==> src/rtl/sd_drive_arbiter_pkg.sv <==
`default_nettype none
// ============================================================================
// Module   : sd_arb_pkg
// Purpose  : Shared types, widths and the round-robin step helper for the
//            SD drive arbiter.
// Revision : 1.0 - initial release
// ============================================================================
package sd_arb_pkg;

  localparam int LBA_W = 32;
  localparam int BUF_W = 8;

  // Explicit encodings so the state register keeps a fixed 2-bit layout
  localparam logic [1:0] C_ST_IDLE = 2'd0;
  localparam logic [1:0] C_ST_REQ  = 2'd1;
  localparam logic [1:0] C_ST_XFER = 2'd2;
  localparam logic [1:0] C_ST_DONE = 2'd3;

  typedef enum logic [1:0] {
    IDLE = C_ST_IDLE,
    REQ  = C_ST_REQ,
    XFER = C_ST_XFER,
    DONE = C_ST_DONE
  } sd_arb_state_t;

  // Next drive index after idx, wrapping modulo n
  function automatic logic [2:0] rr_next(input logic [2:0] idx, input int n);
    if (32'(idx) + 32'd1 >= 32'(n)) return 3'd0;
    return idx + 3'd1;
  endfunction

endpackage
`default_nettype wire

==> src/rtl/sd_drive_arbiter_if.sv <==
`default_nettype none
// ============================================================================
// Module   : sd_drive_arbiter_if
// Purpose  : Bundles the drive-side request bus and the hps_io-side sector
//            channel seen by the SD drive arbiter.
// Revision : 1.0 - initial release
// ============================================================================
interface sd_drive_arbiter_if #(
  parameter int NDRV = 4
);
  import sd_arb_pkg::*;

  // Drive side
  logic [NDRV-1:0]       drv_rd;
  logic [NDRV-1:0]       drv_wr;
  logic [NDRV*LBA_W-1:0] drv_lba;
  logic [NDRV*BUF_W-1:0] drv_buff_din;
  logic [NDRV-1:0]       drv_ack;
  logic [NDRV-1:0]       drv_done;
  logic [NDRV-1:0]       drv_err;
  // hps_io side
  logic [NDRV-1:0]       sd_rd;
  logic [NDRV-1:0]       sd_wr;
  logic [LBA_W-1:0]      sd_lba;
  logic [NDRV-1:0]       sd_ack;
  logic [BUF_W-1:0]      sd_buff_din;
  // Status
  logic                  busy;
  logic [2:0]            grant;

  // The arbiter itself
  modport slave (
    input  drv_rd, drv_wr, drv_lba, drv_buff_din, sd_ack,
    output drv_ack, drv_done, drv_err, sd_rd, sd_wr, sd_lba, sd_buff_din,
           busy, grant
  );

  // The environment: drive models plus hps_io
  modport master (
    output drv_rd, drv_wr, drv_lba, drv_buff_din, sd_ack,
    input  drv_ack, drv_done, drv_err, sd_rd, sd_wr, sd_lba, sd_buff_din,
           busy, grant
  );

endinterface
`default_nettype wire

==> src/rtl/sd_drive_arbiter_rr_pick.sv <==
`default_nettype none
// ============================================================================
// Module   : rr_pick
// Purpose  : Combinational rotate-priority encoder. Returns the first set
//            request at or after last+1, wrapping modulo NDRV.
// Revision : 1.0 - initial release
// ============================================================================
module rr_pick
  import sd_arb_pkg::*;
#(
  parameter int NDRV = 4
) (
  input  logic [NDRV-1:0] i_req,
  input  logic [2:0]      i_last,
  output logic            o_valid,
  output logic [2:0]      o_idx
);

  logic [2:0] w_cand;

  // Walk the ring once starting after i_last; first hit wins
  always_comb begin
    o_valid = 1'b0;
    o_idx   = 3'd0;
    w_cand  = i_last;
    for (int k = 0; k < NDRV; k++) begin
      w_cand = rr_next(w_cand, NDRV);
      for (int d = 0; d < NDRV; d++) begin
        if (!o_valid && (3'(d) == w_cand) && i_req[d]) begin
          o_valid = 1'b1;
          o_idx   = w_cand;
        end
      end
    end
  end

endmodule
`default_nettype wire

==> src/rtl/sd_drive_arbiter.sv <==
`default_nettype none
// ============================================================================
// Module   : sd_drive_arbiter
// Purpose  : Round-robin sharing of the single HPS SD sector channel between
//            NDRV virtual floppy drives. Latches the granted LBA/operation,
//            drives one-hot sd_rd/sd_wr and follows the sd_ack handshake.
// Options  : SD_ARB_TIMEOUT_EN - adds a REQ-state watchdog that completes
//            the request with drv_err after TIMEOUT_CYCLES.
// Revision : 1.0 - initial release
// ============================================================================
module sd_drive_arbiter
  import sd_arb_pkg::*;
#(
  parameter int          NDRV           = 4,
  parameter logic [23:0] TIMEOUT_CYCLES = 24'd8_400_000
) (
  input  logic                clk_sys,
  input  logic                reset_n,
  sd_drive_arbiter_if.slave   bus
);

  sd_arb_state_t     r_state;
  logic [2:0]        r_grant;
  logic [2:0]        r_last;
  logic              r_is_wr;
  logic [LBA_W-1:0]  r_sd_lba;
  logic [NDRV-1:0]   r_sd_rd;
  logic [NDRV-1:0]   r_sd_wr;
  logic              r_err;

  logic [NDRV-1:0]   w_req;
  logic              w_pick_valid;
  logic [2:0]        w_pick_idx;
  logic [LBA_W-1:0]  w_pick_lba;
  logic              w_pick_wr;
  logic [NDRV-1:0]   w_grant_oh;
  logic              w_ack_sel;
  logic [BUF_W-1:0]  w_buf_sel;
  logic              w_busy;

  assign w_req = bus.drv_rd | bus.drv_wr;

  rr_pick #(.NDRV(NDRV)) u_rr_pick (
    .i_req   (w_req),
    .i_last  (r_last),
    .o_valid (w_pick_valid),
    .o_idx   (w_pick_idx)
  );

  // Per-drive selects: candidate request fields and granted-drive steering
  always_comb begin
    w_pick_lba = '0;
    w_pick_wr  = 1'b0;
    w_grant_oh = '0;
    w_ack_sel  = 1'b0;
    w_buf_sel  = '0;
    for (int d = 0; d < NDRV; d++) begin
      if (3'(d) == w_pick_idx) begin
        w_pick_lba = bus.drv_lba[d*LBA_W +: LBA_W];
        w_pick_wr  = bus.drv_wr[d];
      end
      if (3'(d) == r_grant) begin
        w_grant_oh[d] = 1'b1;
        w_ack_sel     = bus.sd_ack[d];
        w_buf_sel     = bus.drv_buff_din[d*BUF_W +: BUF_W];
      end
    end
  end

`ifdef SD_ARB_TIMEOUT_EN
  logic [23:0] r_cnt;

  // REQ watchdog: cleared when a grant is made, counts every REQ cycle
  always_ff @(posedge clk_sys) begin
    if (!reset_n)            r_cnt <= 24'd0;
    else if (r_state == REQ) r_cnt <= r_cnt + 24'd1;
    else                     r_cnt <= 24'd0;
  end
`else
  logic w_unused_timeout;
  assign w_unused_timeout = ^TIMEOUT_CYCLES;
`endif

  // Arbitration FSM; a write wins over a read on the same drive
  always_ff @(posedge clk_sys) begin
    if (!reset_n) begin
      r_state  <= IDLE;
      r_grant  <= 3'd0;
      r_last   <= 3'(NDRV - 1);
      r_is_wr  <= 1'b0;
      r_sd_lba <= '0;
      r_sd_rd  <= '0;
      r_sd_wr  <= '0;
      r_err    <= 1'b0;
    end else begin
      case (r_state)
        IDLE: begin
          if (w_pick_valid) begin
            r_grant  <= w_pick_idx;
            r_sd_lba <= w_pick_lba;
            r_is_wr  <= w_pick_wr;
            r_err    <= 1'b0;
            r_state  <= REQ;
          end
        end
        REQ: begin
          if (w_ack_sel) begin
            r_sd_rd <= '0;
            r_sd_wr <= '0;
            r_state <= XFER;
          end
`ifdef SD_ARB_TIMEOUT_EN
          else if (r_cnt + 24'd1 == TIMEOUT_CYCLES) begin
            r_sd_rd <= '0;
            r_sd_wr <= '0;
            r_err   <= 1'b1;
            r_state <= DONE;
          end
`endif
          else begin
            r_sd_rd <= r_is_wr ? '0 : w_grant_oh;
            r_sd_wr <= r_is_wr ? w_grant_oh : '0;
          end
        end
        XFER: begin
          if (!w_ack_sel) r_state <= DONE;
        end
        DONE: begin
          r_last  <= r_grant;
          r_err   <= 1'b0;
          r_state <= IDLE;
        end
        default: r_state <= IDLE;
      endcase
    end
  end

  assign w_busy          = (r_state != IDLE);
  assign bus.busy        = w_busy;
  assign bus.grant       = r_grant;
  assign bus.sd_lba      = r_sd_lba;
  assign bus.sd_rd       = r_sd_rd;
  assign bus.sd_wr       = r_sd_wr;
  assign bus.drv_ack     = (w_busy && w_ack_sel) ? w_grant_oh : '0;
  assign bus.drv_done    = (r_state == DONE) ? w_grant_oh : '0;
  assign bus.sd_buff_din = w_busy ? w_buf_sel : '0;
`ifdef SD_ARB_TIMEOUT_EN
  assign bus.drv_err     = (r_state == DONE && r_err) ? w_grant_oh : '0;
`else
  assign bus.drv_err     = '0;
`endif

endmodule
`default_nettype wire

==> src/flat_wrapper.sv <==
// flat-port wrapper written by rule: the top's interface ports become plain ports
module sd_drive_arbiter_flat import sd_arb_pkg::*;
#(
  parameter int          NDRV           = 4,
  parameter logic [23:0] TIMEOUT_CYCLES = 24'd8_400_000
)
  (clk_sys, reset_n, bus_drv_rd, bus_drv_wr, bus_drv_lba, bus_drv_buff_din, bus_sd_ack, bus_drv_ack, bus_drv_done, bus_drv_err, bus_sd_rd, bus_sd_wr, bus_sd_lba, bus_sd_buff_din, bus_busy, bus_grant);
  sd_drive_arbiter_if #(.NDRV(NDRV)) bus_i ();
  input  logic clk_sys;
  input  logic reset_n;
  input wire logic [$bits(bus_i.drv_rd)-1:0] bus_drv_rd;
  input wire logic [$bits(bus_i.drv_wr)-1:0] bus_drv_wr;
  input wire logic [$bits(bus_i.drv_lba)-1:0] bus_drv_lba;
  input wire logic [$bits(bus_i.drv_buff_din)-1:0] bus_drv_buff_din;
  input wire logic [$bits(bus_i.sd_ack)-1:0] bus_sd_ack;
  output wire logic [$bits(bus_i.drv_ack)-1:0] bus_drv_ack;
  output wire logic [$bits(bus_i.drv_done)-1:0] bus_drv_done;
  output wire logic [$bits(bus_i.drv_err)-1:0] bus_drv_err;
  output wire logic [$bits(bus_i.sd_rd)-1:0] bus_sd_rd;
  output wire logic [$bits(bus_i.sd_wr)-1:0] bus_sd_wr;
  output wire logic [$bits(bus_i.sd_lba)-1:0] bus_sd_lba;
  output wire logic [$bits(bus_i.sd_buff_din)-1:0] bus_sd_buff_din;
  output wire logic [$bits(bus_i.busy)-1:0] bus_busy;
  output wire logic [$bits(bus_i.grant)-1:0] bus_grant;
  assign bus_i.drv_rd = bus_drv_rd;
  assign bus_i.drv_wr = bus_drv_wr;
  assign bus_i.drv_lba = bus_drv_lba;
  assign bus_i.drv_buff_din = bus_drv_buff_din;
  assign bus_i.sd_ack = bus_sd_ack;
  assign bus_drv_ack = bus_i.drv_ack;
  assign bus_drv_done = bus_i.drv_done;
  assign bus_drv_err = bus_i.drv_err;
  assign bus_sd_rd = bus_i.sd_rd;
  assign bus_sd_wr = bus_i.sd_wr;
  assign bus_sd_lba = bus_i.sd_lba;
  assign bus_sd_buff_din = bus_i.sd_buff_din;
  assign bus_busy = bus_i.busy;
  assign bus_grant = bus_i.grant;
  sd_drive_arbiter #(.NDRV(NDRV), .TIMEOUT_CYCLES(TIMEOUT_CYCLES)) u_core (.clk_sys(clk_sys), .reset_n(reset_n), .bus(bus_i));
endmodule
==> config.mk <==
export PLATFORM = sky130hd
export DESIGN_NAME = sd_drive_arbiter_flat
export DESIGN_NICKNAME = d
export VERILOG_FILES = /design/src/rtl/sd_drive_arbiter_pkg.sv /design/src/rtl/sd_drive_arbiter_if.sv /design/src/rtl/sd_drive_arbiter_rr_pick.sv /design/src/rtl/sd_drive_arbiter.sv /design/src/flat_wrapper.sv
export SDC_FILE = /design/constraint.sdc
export NUM_CORES = 1
export LEC_CHECK = 0
export BUFFER_PORTS_ARGS = -buffer_cell sky130_fd_sc_hd__buf_2
export CELL_PAD_IN_SITES_DETAIL_PLACEMENT = 0
export CELL_PAD_IN_SITES_GLOBAL_PLACEMENT = 1
export CORE_ASPECT_RATIO = 1.1
export CORE_MARGIN = 4
export CORE_UTILIZATION = 33
export DETAILED_ROUTE_END_ITERATION = 12
export GPL_ROUTABILITY_DRIVEN = 0
export PLACE_DENSITY_LB_ADDON = 0.05
export SLEW_MARGIN = 40
export SYNTH_ARGS = -nofsm -noshare
export SYNTH_HDL_FRONTEND = slang
export SYNTH_SLANG_ARGS = --single-unit
==> constraint.sdc <==
create_clock -name clk_sys -period 6.3 [get_ports clk_sys]
set_input_delay 1.26 -clock clk_sys [delete_from_list [all_inputs] [get_ports clk_sys]]
set_output_delay 1.26 -clock clk_sys [all_outputs]
set_load 0.03 [all_outputs]
# [Yosys cells after proc, flatten, opt, wreduce, memory -nomap -nowiden]
# Cells that the tools add are included.
[classes] add_sub_neg=8 shifts=0 n_reduce_logical=57 n_lt_le_gt_ge=4 bitwise=1 n_mul=0 div=0 muxes=75 eq_ne=24
[ops] cell="32-bit 2-to-1 mux" count=4
[ops] cell="3-bit 2-to-1 mux" count=24
[ops] cell="8-bit 2-to-1 mux" count=5
[ops] cell="2-bit by 3-bit equality test with 1-bit output, first input constant" count=12
[ops] cell="32-bit by 3-bit >= comparator with 1-bit output, second input constant" count=1
[ops] cell="1-bit logical AND" count=32
[ops] cell="1-bit 2-to-1 mux" count=32
[ops] cell="4-bit 2-to-1 mux" count=6
[ops] cell="1-bit by 3-bit equality test with 1-bit output, first input constant" count=6
[ops] cell="3-bit logical NOT" count=6
[ops] cell="3-bit by 1-bit adder with 4-bit output, second input constant" count=4
[ops] cell="1-bit logical NOT" count=15
[ops] cell="3-bit by 1-bit adder with 3-bit output, second input constant" count=4
[ops] cell="4-bit by 3-bit >= comparator with 1-bit output, second input constant" count=3
[ops] cell="2-bit one-hot mux with 4 select lines" count=1
[ops] cell="2-bit 2-to-1 mux" count=3
[ops] cell="2-bit equality test, second input constant" count=2
[ops] cell="2-bit != test, second input constant" count=2
[ops] cell="4-bit OR" count=1
[ops] cell="3-bit AND reduction" count=1
[ops] cell="2-bit by 1-bit equality test with 1-bit output, second input constant" count=1
[ops] cell="2-bit logical NOT" count=1
[ops] cell="2-bit by 1-bit != test with 1-bit output, second input constant" count=1
[ops] cell="2-bit AND reduction" count=1
[ops] cell="2-bit nonzero test" count=1
[totals] in_bits=174 latchBits=0 output_inout_bits=64 register_bits=49 ramBits=0 wordCells=176 n_memories=0 rom_bits=0

# [Logic depth before layout (Yosys ltp)]
# Gate-level depths: netlist (run 1).
[depth] ltp_word=72 mapped_depth=24 mapped_depth_nobuf=21

# [By module]
# From an unflattened synthesis (run 1), not the netlist that was laid out.
[hier_totals] cells_unflattened=361 area_unflattened_um2=3663.5
[modules_own_cells] mod="sd_drive_arbiter" seq_area_each_um2=980.9 cells_each=294 instances=1 area_each_um2=3131.8
[modules_own_cells] mod="rr_pick" seq_area_each_um2=0.0 cells_each=67 instances=1 area_each_um2=531.8

# [Least setup slack after synthesis (run 1)]
# No wires, ideal clock.
[synth_timing] path_kind="register to register" startpoint="reg u_core.r_last[0]" endpoint="reg u_core.r_sd_lba[0] (netlist: u_core.bus.sd_lba[0])" stages_incl_launch_ff=24 n_path_buf=2 t_arrival_ps=4389 required_time_ps=6168 setup_ps=132 period_less_slack_ps=4521 setup_slack_ps=1779 path_cell_list="dfxtp_1 ha_1 nand2_1 a21oi_1 o21ai_0 inv_1 ha_1 ha_1 nand2_1 inv_1 ha_1 ha_1 nand2b_1 inv_1 ha_1 ha_1 nor2b_1 mux4_2 a41oi_2 buf_4 inv_2 nor2_4 buf_4 a221oi_1"
[synth_via] elab_chain_cells=72 elab_cells_between_ends=123 classes_between="8 x add/sub; 4 x order compare; 15 x eq/ne; 44 x mux; 52 x reduce/logical"
[synth_lines] item="start, declared" line="sd_drive_arbiter.sv:24" rtl="logic [2:0] r_last;"
[synth_lines] item="start signal, assigned" line="sd_drive_arbiter.sv:89" rtl="r_last <= 3'(NDRV - 1);"
[synth_lines] item="start signal, assigned" line="sd_drive_arbiter.sv:129" rtl="r_last <= r_grant;"
[synth_lines] item="3-bit by 1-bit adder with 4-bit output" line="sd_drive_arbiter_pkg.sv:28" rtl="if (32'(idx) + 32'd1 >= 32'(n)) return 3'd0;"
[synth_lines] item="32-bit by 3-bit >= comparator with 1-bit output" line="sd_drive_arbiter_pkg.sv:28"
[synth_lines] item="1-bit 2-to-1 mux" line="sd_drive_arbiter_pkg.sv:28"
[synth_lines] item="3-bit 2-to-1 mux *" line="sd_drive_arbiter_pkg.sv:29" rtl="return idx + 3'd1;"
[synth_lines] item="3-bit logical NOT" line="sd_drive_arbiter_rr_pick.sv:29" rtl="if (!o_valid && (3'(d) == w_cand) && i_req[d]) begin"
[synth_lines] item="1-bit logical AND" line="sd_drive_arbiter_rr_pick.sv:29"
[synth_lines] item="1-bit 2-to-1 mux" line="sd_drive_arbiter_rr_pick.sv:29"
[synth_lines] item="1-bit logical NOT" line="sd_drive_arbiter_rr_pick.sv:29"
[synth_lines] item="[51 not listed]"
[synth_lines] item="1-bit logical NOT" line="sd_drive_arbiter_rr_pick.sv:29"
[synth_lines] item="1-bit logical AND (2 in a row)" line="sd_drive_arbiter_rr_pick.sv:29"
[synth_lines] item="1-bit 2-to-1 mux" line="sd_drive_arbiter_rr_pick.sv:29"
[synth_lines] item="1-bit logical NOT" line="sd_drive_arbiter_rr_pick.sv:29"
[synth_lines] item="1-bit logical AND (2 in a row)" line="sd_drive_arbiter_rr_pick.sv:29"
[synth_lines] item="3-bit 2-to-1 mux" line="sd_drive_arbiter_rr_pick.sv:29"
[synth_lines] item="3-bit logical NOT" line="sd_drive_arbiter.sv:58" rtl="if (3'(d) == w_pick_idx) begin"
[synth_lines] item="32-bit 2-to-1 mux (4 in a row)" line="sd_drive_arbiter.sv:58"
[synth_lines] item="end signal, assigned" line="sd_drive_arbiter.sv:100" rtl="r_sd_lba <= w_pick_lba;"
[synth_lines] item="end, declared" line="sd_drive_arbiter.sv:26" rtl="logic [LBA_W-1:0] r_sd_lba;"
# Every way passes the cells marked *; elsewhere a longest branch is shown, timed or not.
# A chain may end at the register's enable or synchronous reset.

# [Worst setup path after layout (run 1)]
[layout_timing] startpoint="reg u_core.r_last[0]" endpoint="reg u_core.r_sd_lba[1] (netlist: u_core.bus.sd_lba[1])"
# The elaborated chain is that of the path after synthesis.

==> flow_summary_export.csv, run 1 <==
group,metric,value,unit
pwr,ir_worst_vdd,0.0001848,V
synthesis,ys_ff_latch,49,
timing,maxSlewViolCount,0,
placed_design,dp_hpwl,12.04,mm
routing,vias,4815,
floorplanning,core-area,13160,µm²
synthesis,muxShareOfSynthArea,0.1642,
synthesis,synthFlopType,"dfxtp_1",
clock_network,postCtsResizedCells,0,
synthesis,synth_cells,490,
clock_network,cts_setup_buffers,0,
synthesis,synth_edf_count,0,
layout,num_antenna_cells,0,
pwr,comb_power_share,0.656,
clock_network,tritoncts,"done",
critical_path,crit_start,"u_core.r_last[0]$_SDFFE_PN1N_",
floorplanning,chipHeight,129.4,µm
critical_path,rrSetupSlack,0.77,ns
clock_network,cts_root_buf,"clkbuf_16",
timing,relSlewSlack,0.4591,
layout,layout_common_cells,"233 x buf_2, 59 x mux2i_1, 49 x dfxtp_1",
clock_network,cts_htree_levels,2,
pwr,swShare,0.5208,
global_route,grt_pass1_wl,25.16,mm
min_path,min-delay-start,"u_core.bus.sd_rd[0]$_SDFFE_PN0N_",
critical_path,worstPathMaxFanout,37,
clock_network,clock_latency,0.29,ns
synthesis,synth_top_family_by_area,"compound AO/OA/AOI/OAI gates",
global_route,grt_pass1_vias,4884,
synthesis,synth-xor-area-share,0,
synthesis,async_flop_share,0,
flow_run,maxCapViolations,0,
synthesis,synth_compound_area_frac,0.3592,
critical_path,crit_end,"u_core.bus.sd_lba[1]$_SDFFE_PN0P_",
pwr,clkPwrFrac,0.121,
pwr,p_per_area,398.2,nW/µm²
clock_network,cts_buffers,5,
placed_design,port_buffers,233,
clock_network,cts.sinks,49,
timing,setup_viol,0,
routing,avgViaCountPerCell,5.638,
floorplanning,num_rows,44,
synthesis,synth_top_area_frac,0.2219,
critical_path,reg2reg_depth,22,
pwr,p_leak,0.002688,µW
synthesis,avgSynthCellArea,9.021,µm²
timing,fin_worst_skew,0.007354,ns
synthesis,ys_top_cells_by_area,"dfxtp_1 22%, mux2i_1 13%, a221oi_2 9.8%",
floorplanning,io_pins,238,
synthesis,ys_warn_count,0,
critical_path,cp_slowest_cell,"mux4_2",
floorplanning,die_x,118.4,µm
run_status,status,"completed",
timing,setup_ws,0.7727,ns
critical_path,timing.rr.start,"u_core.r_last[0]$_SDFFE_PN1N_",
global_route,track_usage,0.2001,
global_route,antenna_found_initial,1,
global_route,grt_max_degree,50,
routing,first_pass_iters,7,
routing,route.detailed.drc,0,
pwr,p_switching,1204,µW
synthesis,yosys.area_share.simple,0.1197,
critical_path,endpoint_kind,"flip-flop",
critical_path,required,6.45,ns
timing,hold_violations,0,
layout,final_util,0.4411,
synthesis,netlist_area,4420,µm²
timing,fin_tns_setup,0,ns
floorplanning,die-area,15310,µm²
pwr,internal_power,1108,µW
layout,finalNetCount,886,
routing,wl,16.21,mm
synthesis,synth.distinct_cells,57,
synthesis,yosys.area.top_type,"dfxtp_1",
critical_path,path_cells,"ha_1, nand2_1, a21oi_1, o21ai_0, inv_1, ha_1, ha_1, nand2_1, inv_1, ha_1, ha_1, nand2b_1, inv_1, ha_1, ha_1, nor2b_1, mux4_2, a41oi_4, buf_4, and2_2, buf_12, a221oi_1",
clock_network,cts_buffer_depth,2,
floorplanning,start_util,0.3360,
synthesis,yosysSeqAreaShare,0.2219,
timing,fmax,180.9,MHz
routing,drtAntennaViolNets,0,
critical_path,r2r-end,"u_core.bus.sd_lba[1]$_SDFFE_PN0P_",
routing,drt-initial-drc-count,256,
clock_network,clk_pin_slew,0.07,ns
pwr,pwr-share-seq,0.223,
critical_path,arrival,5.68,ns
placed_design,dp_slack,0.8404,ns
layout,syn_to_final_growth,31.30,%
routing,drt-wirelength-per-cell,18.98,µm
timing,rsz0062_at_grt,"false",
layout,fill_cells,1339,
critical_path,startpoint_type,"flip-flop",
global_route,gr-total-overflow,0,
timing,period_share,0.8773,
layout,drive_above_1_share,0.4430,
min_path,hp-class,"flip-flop to flip-flop",
timing,fin_crit,5.527,ns
synthesis,yosys.area_share.adder,0.05661,
layout,layout_commonest_cell,"buf_2",
timing,worst_pin_slew,0.8113,ns
clock_network,cts_hold_buf,0,
critical_path,cpMostUsedCell,"ha_1",
critical_path,critPathKind,"flip-flop to flip-flop",
critical_path,max_stage_delay,0.60,ns
## power by group through the flow
stage,Combinational [µW],Clock [µW],Sequential (µW)
global route,1640,301,528
detailed placement,1510,0,518
global placement,1500,0,521
finish,1520,280,514
floorplan,924,0,708
CTS,1520,292,516
## flip-flops by register name, indices dropped and copies added, names as in the netlist
signal and count:
u_core.bus.grant 3, u_core.bus.sd_rd 4, u_core.r_is_wr 1, u_core.r_state 2, u_core.bus.sd_wr 4, u_core.r_last 3, u_core.bus.sd_lba 32
## worst max-delay path, delay by kind of cell (launching register included)
kind / cells / cell delay, ns
adders and majority gates: 7 / 1.51
and+or+nand+nor: 5 / 1.07
buffers and inverters: 5 / 0.98
AOI/OAI and AO/OA: 4 / 0.87
muxes: 1 / 0.60
DFF: 1 / 0.34
## kinds of logic after synthesis
kind of cell,after synthesis
AND/OR/NAND/NOR,99
adder cells (fa/ha/maj),20
multiplexers,69
other,2
AO/OA/AOI/OAI,184
buffers and inverters,67
flip-flops,49
## worst min-delay path by stage
stage / end / slack [ns] / depth (start not counted)
global route: u_core.bus.sd_rd[0]$_SDFFE_PN0N_ / 0.54 / 2
floorplan: u_core.r_last[1]$_SDFFE_PN1N_ / 0.47 / 2
CTS: u_core.bus.sd_rd[0]$_SDFFE_PN0N_ / 0.52 / 2
detailed placement: u_core.bus.sd_rd[0]$_SDFFE_PN0N_ / 0.50 / 2
global placement: u_core.r_last[1]$_SDFFE_PN1N_ / 0.49 / 2
finish: u_core.bus.sd_rd[0]$_SDFFE_PN0N_ / 0.51 / 2
## synthesized netlist by cell type, types with 8 or more instances
library cell and number:
dfxtp_1 49, mux2_2 8, a221oi_2 29, o21ai_0 47, o221ai_1 32, nor2_1 25
buf_2 8, clkbuf_1 27, ha_1 20, nand2_1 16, o21ai_1 10, nor2b_1 10
buf_4 10, o32a_1 15, nand4_1 20, o22ai_1 9, inv_1 12, o21bai_1 15
mux2i_1 59
## through the flow
step	total power [µW]	cells	instance area (µm²)	hold slack, ns
floorplan	1632	495	4439	0.4687
global placement	2017	844	5620	0.4884
detailed placement	2033	844	5625	0.5007
CTS	2324	852	5777	0.5191
global route	2472	854	5804	0.5447
finish	2311	854	5804	0.5147
## metal layers
layer,global-route usage,up-vias,part of all wire
met1,0.2436,2275,0.41
li1,-,2342,-
met2,0.3609,175,0.51
met4,0.05172,2,0.015
met5,0,-,0.00080
met3,0.04190,21,0.063
## final cells by class
type	instances	area, µm²	share of cell area
clock buffer	5	125.1	0.02156
sequential	49	980.9	0.1690
timing repair buffer	243	1266	0.2181
inverter	14	55.05	0.009485
clock inverter	3	26.28	0.004527
multi-input combinational	379	3149	0.5426
tap	161	201.4	0.03471
Note: power is estimated with default switching activity, not from simulation.
==> run 2, diff against run 1 <==
--- a/config.mk
+++ b/config.mk
@@ -13,6 +13,7 @@
 export CORE_UTILIZATION = 33
 export DETAILED_ROUTE_END_ITERATION = 12
 export GPL_ROUTABILITY_DRIVEN = 0
+export MAX_ROUTING_LAYER = met4
 export PLACE_DENSITY_LB_ADDON = 0.05
 export SLEW_MARGIN = 40
 export SYNTH_ARGS = -nofsm -noshare
==> constraint.sdc (replaced) <==
create_clock -name clk_sys -period 6.3 [get_ports clk_sys]
set_input_delay 0.945 -clock clk_sys [delete_from_list [all_inputs] [get_ports clk_sys]]
set_output_delay 0.945 -clock clk_sys [all_outputs]
set_load 0.03 [all_outputs]
==> run 2 against run 1 <==
Non-clock buffer count is the same. Maximum frequency rose by 0.24%. Via count barely moved. Flip-flop and latch count is the same. Sequential share of layout area about the same. Core utilization barely moved. Sequential power is essentially flat. Worst hold slack about the same. Largest power group unchanged.
==> flow_summary_export.csv, run 2 (synthesis results as in run 1) <==
group,metric,value,unit
run_status,status,"completed",
layout,syn_to_final_growth,31.36,%
min_path,hold_depth,2,
critical_path,crit_buf_inv,5,
timing,fin_worst_skew,0.007437,ns
timing,fmax,181.4,MHz
routing,route.detailed.drc,0,
critical_path,arrival,5.67,ns
min_path,hp-class,"flip-flop to flip-flop",
layout,layout_common_cells,"233 x buf_2, 59 x mux2i_1, 49 x dfxtp_1",
critical_path,rrSetupSlack,0.79,ns
timing,fin_crit,5.514,ns
timing,fin_tns_setup,0,ns
clock_network,cts.sinks,49,
placed_design,placed_area,5625,µm²
flow_run,maxCapViolations,0,
routing,drt-initial-drc-count,236,
pwr,p_per_area,397.7,nW/µm²
critical_path,path_cells,"ha_1, nand2_1, a21oi_1, o21ai_0, inv_1, ha_1, ha_1, nand2_1, inv_1, ha_1, ha_1, nand2b_1, inv_1, ha_1, ha_1, nor2b_1, mux4_2, a41oi_4, buf_4, and2_2, buf_12, a221oi_1",
min_path,min_to,"u_core.bus.sd_rd[0]$_SDFFE_PN0N_",
clock_network,cts_setup_buffers,0,
routing,drt-met1-wl,6.769,mm
timing,relSlewSlack,0.4741,
timing,maxSlewViolCount,0,
critical_path,crit_start,"u_core.r_last[0]$_SDFFE_PN1N_",
clock_network,clock_latency,0.30,ns
routing,avgViaCountPerCell,5.633,
clock_network,cts_htree_levels,2,
floorplanning,io_pins,238,
routing,drtAntennaViolNets,0,
routing,vias,4816,
critical_path,max_stage_delay,0.60,ns
clock_network,cts_root_buf,"clkbuf_16",
clock_network,postCtsResizedCells,0,
routing,met3_wirelength,938,µm
layout,drive_above_1_share,0.4430,
global_route,track_usage,0.2063,
global_route,gr-total-overflow,0,
clock_network,clk_pin_slew,0.07,ns
critical_path,reg2reg_depth,22,
routing,first_pass_iters,4,
clock_network,cts_hold_buf,0,
routing,met2_length,8.272,mm
routing,drt-wirelength-per-cell,18.98,µm
floorplanning,die-area,15310,µm²
global_route,grt_pass1_vias,4888,
floorplanning,start_util,0.3360,
critical_path,cpMostUsedCell,"ha_1",
global_route,antenna_found_initial,1,
clock_network,cts_buffers,5,
critical_path,startpoint_type,"flip-flop",
timing,setup_viol,0,
layout,layout_commonest_cell,"buf_2",
layout,postLayoutCellArea,5807,µm²
timing,worst_pin_slew,0.7888,ns
placed_design,port_buffers,233,
critical_path,r2r-end,"u_core.bus.sd_lba[0]$_SDFFE_PN0P_",
pwr,ir_worst_vdd,0.0001842,V
placed_design,dp_hpwl,12.04,mm
timing,period_share,0.8752,
clock_network,cts_buffer_depth,2,
floorplanning,num_rows,44,
critical_path,critPathKind,"flip-flop to flip-flop",
timing,timing.hold.ws,0.5147,ns
min_path,min-delay-start,"u_core.bus.sd_rd[0]$_SDFFE_PN0N_",
routing,wl,16.23,mm
floorplanning,chipHeight,129.4,µm
layout,fill_cells,1340,
critical_path,critPathTopFamily,"adder cells",
floorplanning,core-area,13160,µm²
critical_path,cp_slowest_cell,"mux4_2",
critical_path,cp_num_cells,22,
critical_path,required,6.45,ns
pwr,p_leak,0.002688,µW
layout,largest_reg_flops,32,
clock_network,tritoncts,"done",
global_route,grt_pass1_wl,25.15,mm
floorplanning,die_x,118.4,µm
layout,finalNetCount,886,
global_route,grt_max_degree,50,
timing,rsz0062_at_grt,"false",
routing,highest_layer,"met4",
timing,hold_violations,0,
critical_path,endpoint_kind,"flip-flop",
critical_path,worstPathMaxFanout,37,
critical_path,timing.rr.start,"u_core.r_last[0]$_SDFFE_PN1N_",
[run 2: cell types whose count changed in the layout (fill, tap and decap cells not counted), sizes merged]
| cell | delta |
|---|---|
| diode | +1 |
[run 2: metal layers]
metal  GRT usage  vias up
li1            -     2341
met1      0.2484     2277
met2      0.3606      179
met3     0.03492       19
met4     0.05172        0
met5           -        -
[run 2: per-stage QoR]
| step | total power, µW | utilization | setup slack, ns | instances |
|---|---|---|---|---|
| after floorplan | 1632 | - | 1.779 | 495 |
| after global placement | 2017 | 0.4272 | 0.9905 | 844 |
| after detailed placement | 2033 | 0.4275 | 0.8404 | 844 |
| after CTS | 2324 | 0.4390 | 0.8025 | 852 |
| after global routing | 2472 | 0.4413 | 0.3896 | 855 |
| final | 2309 | 0.4413 | 0.7860 | 855 |
[run 2: how the worst max path moves through the flow]
stage | endpoint | slack [ns]
after global placement | u_core.bus.sd_lba[1]$_SDFFE_PN0P_ | 0.99
after floorplan | u_core.bus.sd_lba[0]$_SDFFE_PN0P_ | 1.78
after CTS | u_core.bus.sd_lba[1]$_SDFFE_PN0P_ | 0.80
final | u_core.bus.sd_lba[0]$_SDFFE_PN0P_ | 0.79
after global routing | u_core.bus.sd_lba[0]$_SDFFE_PN0P_ | 0.39
after detailed placement | u_core.bus.sd_lba[2]$_SDFFE_PN0P_ | 0.84
[run 2: power breakdown]
group	total (µW)	switching [µW]	internal (µW)
logic	1510	988	527
registers	514	84.2	430
clock network	280	130	150
total	2310	1200	1110
[run 2: final cells by class]
class	count	area, µm²	share of cell area
Antenna cell	1	2.502	0.0004309
Tap cell	161	201.4	0.03469
Timing Repair Buffer	243	1266	0.2181
Multi-Input combinational cell	379	3149	0.5423
Clock inverter	3	26.28	0.004525
Inverter	14	55.05	0.009481
Clock buffer	5	125.1	0.02155
Sequential cell	49	980.9	0.1689
[run 2: worst register-to-register path, stage by stage (launching register included)]
cell      delay (ns)
dfxtp_1         0.34
ha_1            0.22
nand2_1         0.07
a21oi_1         0.03
o21ai_0         0.46
inv_1           0.14
ha_1            0.21
ha_1            0.27
nand2_1         0.09
inv_1           0.11
ha_1            0.15
ha_1            0.22
nand2b_1        0.15
inv_1           0.08
ha_1            0.18
ha_1            0.26
nor2b_1         0.31
mux4_2          0.60
a41oi_4         0.25
buf_4           0.39
and2_2          0.45
buf_12          0.25
a221oi_1        0.13
==> run 3, diff against run 2 <==
--- a/config.mk
+++ b/config.mk
@@ -5,13 +5,14 @@
 export SDC_FILE = /design/constraint.sdc
 export NUM_CORES = 1
 export LEC_CHECK = 0
-export BUFFER_PORTS_ARGS = -buffer_cell sky130_fd_sc_hd__buf_2
+export ABC_AREA = 1
 export CELL_PAD_IN_SITES_DETAIL_PLACEMENT = 0
 export CELL_PAD_IN_SITES_GLOBAL_PLACEMENT = 1
 export CORE_ASPECT_RATIO = 1.1
 export CORE_MARGIN = 4
-export CORE_UTILIZATION = 33
+export CORE_UTILIZATION = 42
 export DETAILED_ROUTE_END_ITERATION = 12
+export DONT_BUFFER_PORTS = 1
 export GPL_ROUTABILITY_DRIVEN = 0
 export MAX_ROUTING_LAYER = met4
 export PLACE_DENSITY_LB_ADDON = 0.05
@@ -19,3 +20,4 @@
 export SYNTH_ARGS = -nofsm -noshare
 export SYNTH_HDL_FRONTEND = slang
 export SYNTH_SLANG_ARGS = --single-unit
+export TNS_END_PERCENT = 10
==> run 3 against run 2 <==
Count of clock-buffer cells in the layout up 2. Area after synthesis down 9.3%. Sequential power up 35%. Non-clock buffer count down 237. Combinational power down 25%. Final cell count down 18%. Worst setup slack better by 0.54 ns. Clock skew about the same. Critical path depth up 4. Via count down 17%. Highest routed layer unchanged.
==> flow_summary_export.csv, run 3 <==
group,metric,value,unit
synthesis,synth.distinct_cells,34,
routing,route.detailed.drc,0,
clock_network,cts_buffers,5,
critical_path,reg2reg_depth,26,
clock_network,cts.sinks,49,
clock_network,cts_buffer_depth,2,
clock_network,cts_htree_levels,2,
floorplanning,chipHeight,110.5,µm
layout,layout_common_cells,"142 x nand2_1, 110 x nand3_1, 49 x dfxtp_1",
flow_run,maxCapViolations,0,
timing,rsz0062_at_grt,"false",
global_route,met2_usage,0.3560,
synthesis,yosysSeqAreaShare,0.2447,
global_route,grt_max_degree,66,
synthesis,async_flop_share,0,
layout,num_antenna_cells,0,
pwr,p_leak,0.001692,µW
clock_network,cts_setup_buffers,0,
timing,fin_crit,4.973,ns
placed_design,dp_hpwl,9.435,mm
run_status,status,"completed",
pwr,p_per_area,500.5,nW/µm²
timing,hold_violations,0,
clock_network,clk_pin_slew,0.09,ns
synthesis,synthFlopType,"dfxtp_1",
synthesis,synth_top_area_frac,0.2447,
timing,fin_tns_setup,0,ns
global_route,antenna_found_initial,0,
critical_path,required,6.52,ns
global_route,use_met1,0.2729,
routing,first_pass_iters,6,
global_route,gr-usage-met3,0.05180,
layout,largest_reg_flops,32,
critical_path,rrSetupSlack,1.33,ns
timing,maxSlewViolCount,0,
routing,avgViaCountPerCell,5.720,
critical_path,worstPathMaxFanout,41,
routing,drtAntennaViolNets,0,
clock_network,cts_root_buf,"clkbuf_8",
timing,fin_worst_skew,0.007342,ns
timing,worst_pin_slew,0.8222,ns
synthesis,synthTopCellsByCount,"142 x nand2_1, 110 x nand3_1, 49 x dfxtp_1, 42 x inv_1, 36 x a21oi_1",
timing,setup_ws,1.327,ns
critical_path,critPathKind,"flip-flop to flip-flop",
synthesis,synth.most_common_cell,"nand2_1",
synthesis,ys_warn_count,0,
layout,layout_commonest_cell,"nand2_1",
synthesis,avgSynthCellArea,6.593,µm²
layout,finalNetCount,778,
critical_path,timing.rr.start,"u_core.r_last[0]$_SDFFE_PN1N_",
critical_path,startpoint_type,"flip-flop",
synthesis,netlist_area,4009,µm²
clock_network,tritoncts,"done",
min_path,hold_depth,2,
critical_path,crit_end,"u_core.bus.sd_lba[6]$_SDFFE_PN0P_",
floorplanning,die_x,101.2,µm
timing,relSlewSlack,0.4498,
floorplanning,num_rows,37,
synthesis,synth_edf_count,0,
global_route,track_usage,0.2169,
floorplanning,core-area,9351,µm²
layout,drive_above_1_share,0.1164,
global_route,gr-total-overflow,0,
layout,syn_to_final_growth,1.155,%
global_route,gr-max-usage-layer,"met2",
min_path,hp-class,"flip-flop to flip-flop",
clock_network,cts_hold_buf,0,
routing,wl,12.51,mm
timing,period_share,0.7894,
timing,setup_viol,0,
critical_path,endpoint_kind,"flip-flop",
global_route,grt_pass1_wl,19.42,mm
critical_path,arrival,5.20,ns
clock_network,clock_latency,0.30,ns
routing,drt-wirelength-per-cell,17.84,µm
floorplanning,io_pins,238,
pwr,ir_worst_vdd,0.0002131,V
floorplanning,start_util,0.4287,
global_route,grt_pass1_vias,3792,
synthesis,ys_top_cells_by_area,"dfxtp_1 24%, nand3_1 14%, nand2_1 13%",
critical_path,crit_start,"u_core.r_last[0]$_SDFFE_PN1N_",
placed_design,port_buffers,0,
synthesis,synth_cells,608,
floorplanning,die-area,11170,µm²
clock_network,postCtsResizedCells,0,
critical_path,r2r-end,"u_core.bus.sd_lba[6]$_SDFFE_PN0P_",
placed_design,dp_slack,1.318,ns
timing,fmax,201.1,MHz
routing,drt-initial-drc-count,224,
synthesis,yosys.area.top_type,"dfxtp_1",
synthesis,ys_ff_latch,49,
layout,fill_cells,1044,
routing,vias,4010,
[run 3: worst min-delay path by stage]
stage | endpoint | startpoint
after floorplan | u_core.r_last[1]$_SDFFE_PN1N_ | u_core.r_last[1]$_SDFFE_PN1N_
after global placement | u_core.r_last[1]$_SDFFE_PN1N_ | u_core.r_last[1]$_SDFFE_PN1N_
after detailed placement | u_core.r_last[1]$_SDFFE_PN1N_ | u_core.r_last[1]$_SDFFE_PN1N_
after CTS | u_core.r_last[1]$_SDFFE_PN1N_ | u_core.r_last[1]$_SDFFE_PN1N_
after global routing | u_core.r_last[1]$_SDFFE_PN1N_ | u_core.r_last[1]$_SDFFE_PN1N_
final | u_core.r_last[1]$_SDFFE_PN1N_ | u_core.r_last[1]$_SDFFE_PN1N_
[run 3: per-layer routing]
metal  share of wire  wire (µm)
met1            0.41       5188
met2            0.49       6079
met3           0.088       1099
met4           0.011        140
met5               0          0
[run 3: critical path, stage by stage (launching register included)]
cell and delay, ns:
dfxtp_1 0.37, ha_1 0.30, inv_1 0.04, nor3_2 0.30, ha_1 0.21, ha_1 0.22, nand2_1 0.11, inv_1 0.08
ha_1 0.19, ha_1 0.27, inv_1 0.03, nor2_1 0.18, inv_1 0.12, ha_1 0.29, inv_1 0.04, nand2_1 0.10
inv_1 0.05, nor3_1 0.19, inv_1 0.13, nand3_2 0.11, nor2_2 0.06, nor2_4 0.53, buf_4 0.49, nand3_1 0.14
nand4_1 0.15, nand2_1 0.06, a21oi_1 0.14
[run 3: cells by family (layout without fill, tap and decap cells)]
group,Yosys count,after routing,synth area share
and+or+nand+nor,353,353,0.4204
buffers and inverters,94,65,0.1211
AOI/OAI and AO/OA,90,90,0.1495
adders and majority gates,20,20,0.06242
other,2,7,0.001873
DFF,49,49,0.2447
[run 3: where the power goes]
part	internal (µW)	leakage, µW	switching, µW
sequential	416	0.000402	280
combinational	344	0.00125	800
clock	87.4	0.0000443	102
total	848	0.00169	1180
[run 3: area by class of cell]
class / instances / area [µm²] / area share
clock buffers: 7 / 86.33 / 0.02129
repair buffers: 6 / 85.08 / 0.02098
inverters: 52 / 195.2 / 0.04813
multi-input cells: 470 / 2561 / 0.6316
flip-flops and latches: 49 / 980.9 / 0.2419
well taps: 117 / 146.4 / 0.03610
[run 3: through the flow]
| step | hold slack [ns] | std cells | area (µm²) | util | total power, µW |
|---|---|---|---|---|---|
| after detailed placement | 0.5057 | 692 | 3914 | 0.4185 | 1832 |
| after floorplan | 0.4550 | 613 | 4028 | - | 1676 |
| final | 0.5151 | 701 | 4055 | 0.4336 | 2029 |
| after CTS | 0.5239 | 699 | 4000 | 0.4278 | 2023 |
| after global placement | 0.4838 | 692 | 3914 | 0.4185 | 1810 |
| after global routing | 0.5567 | 701 | 4055 | 0.4336 | 2215 |
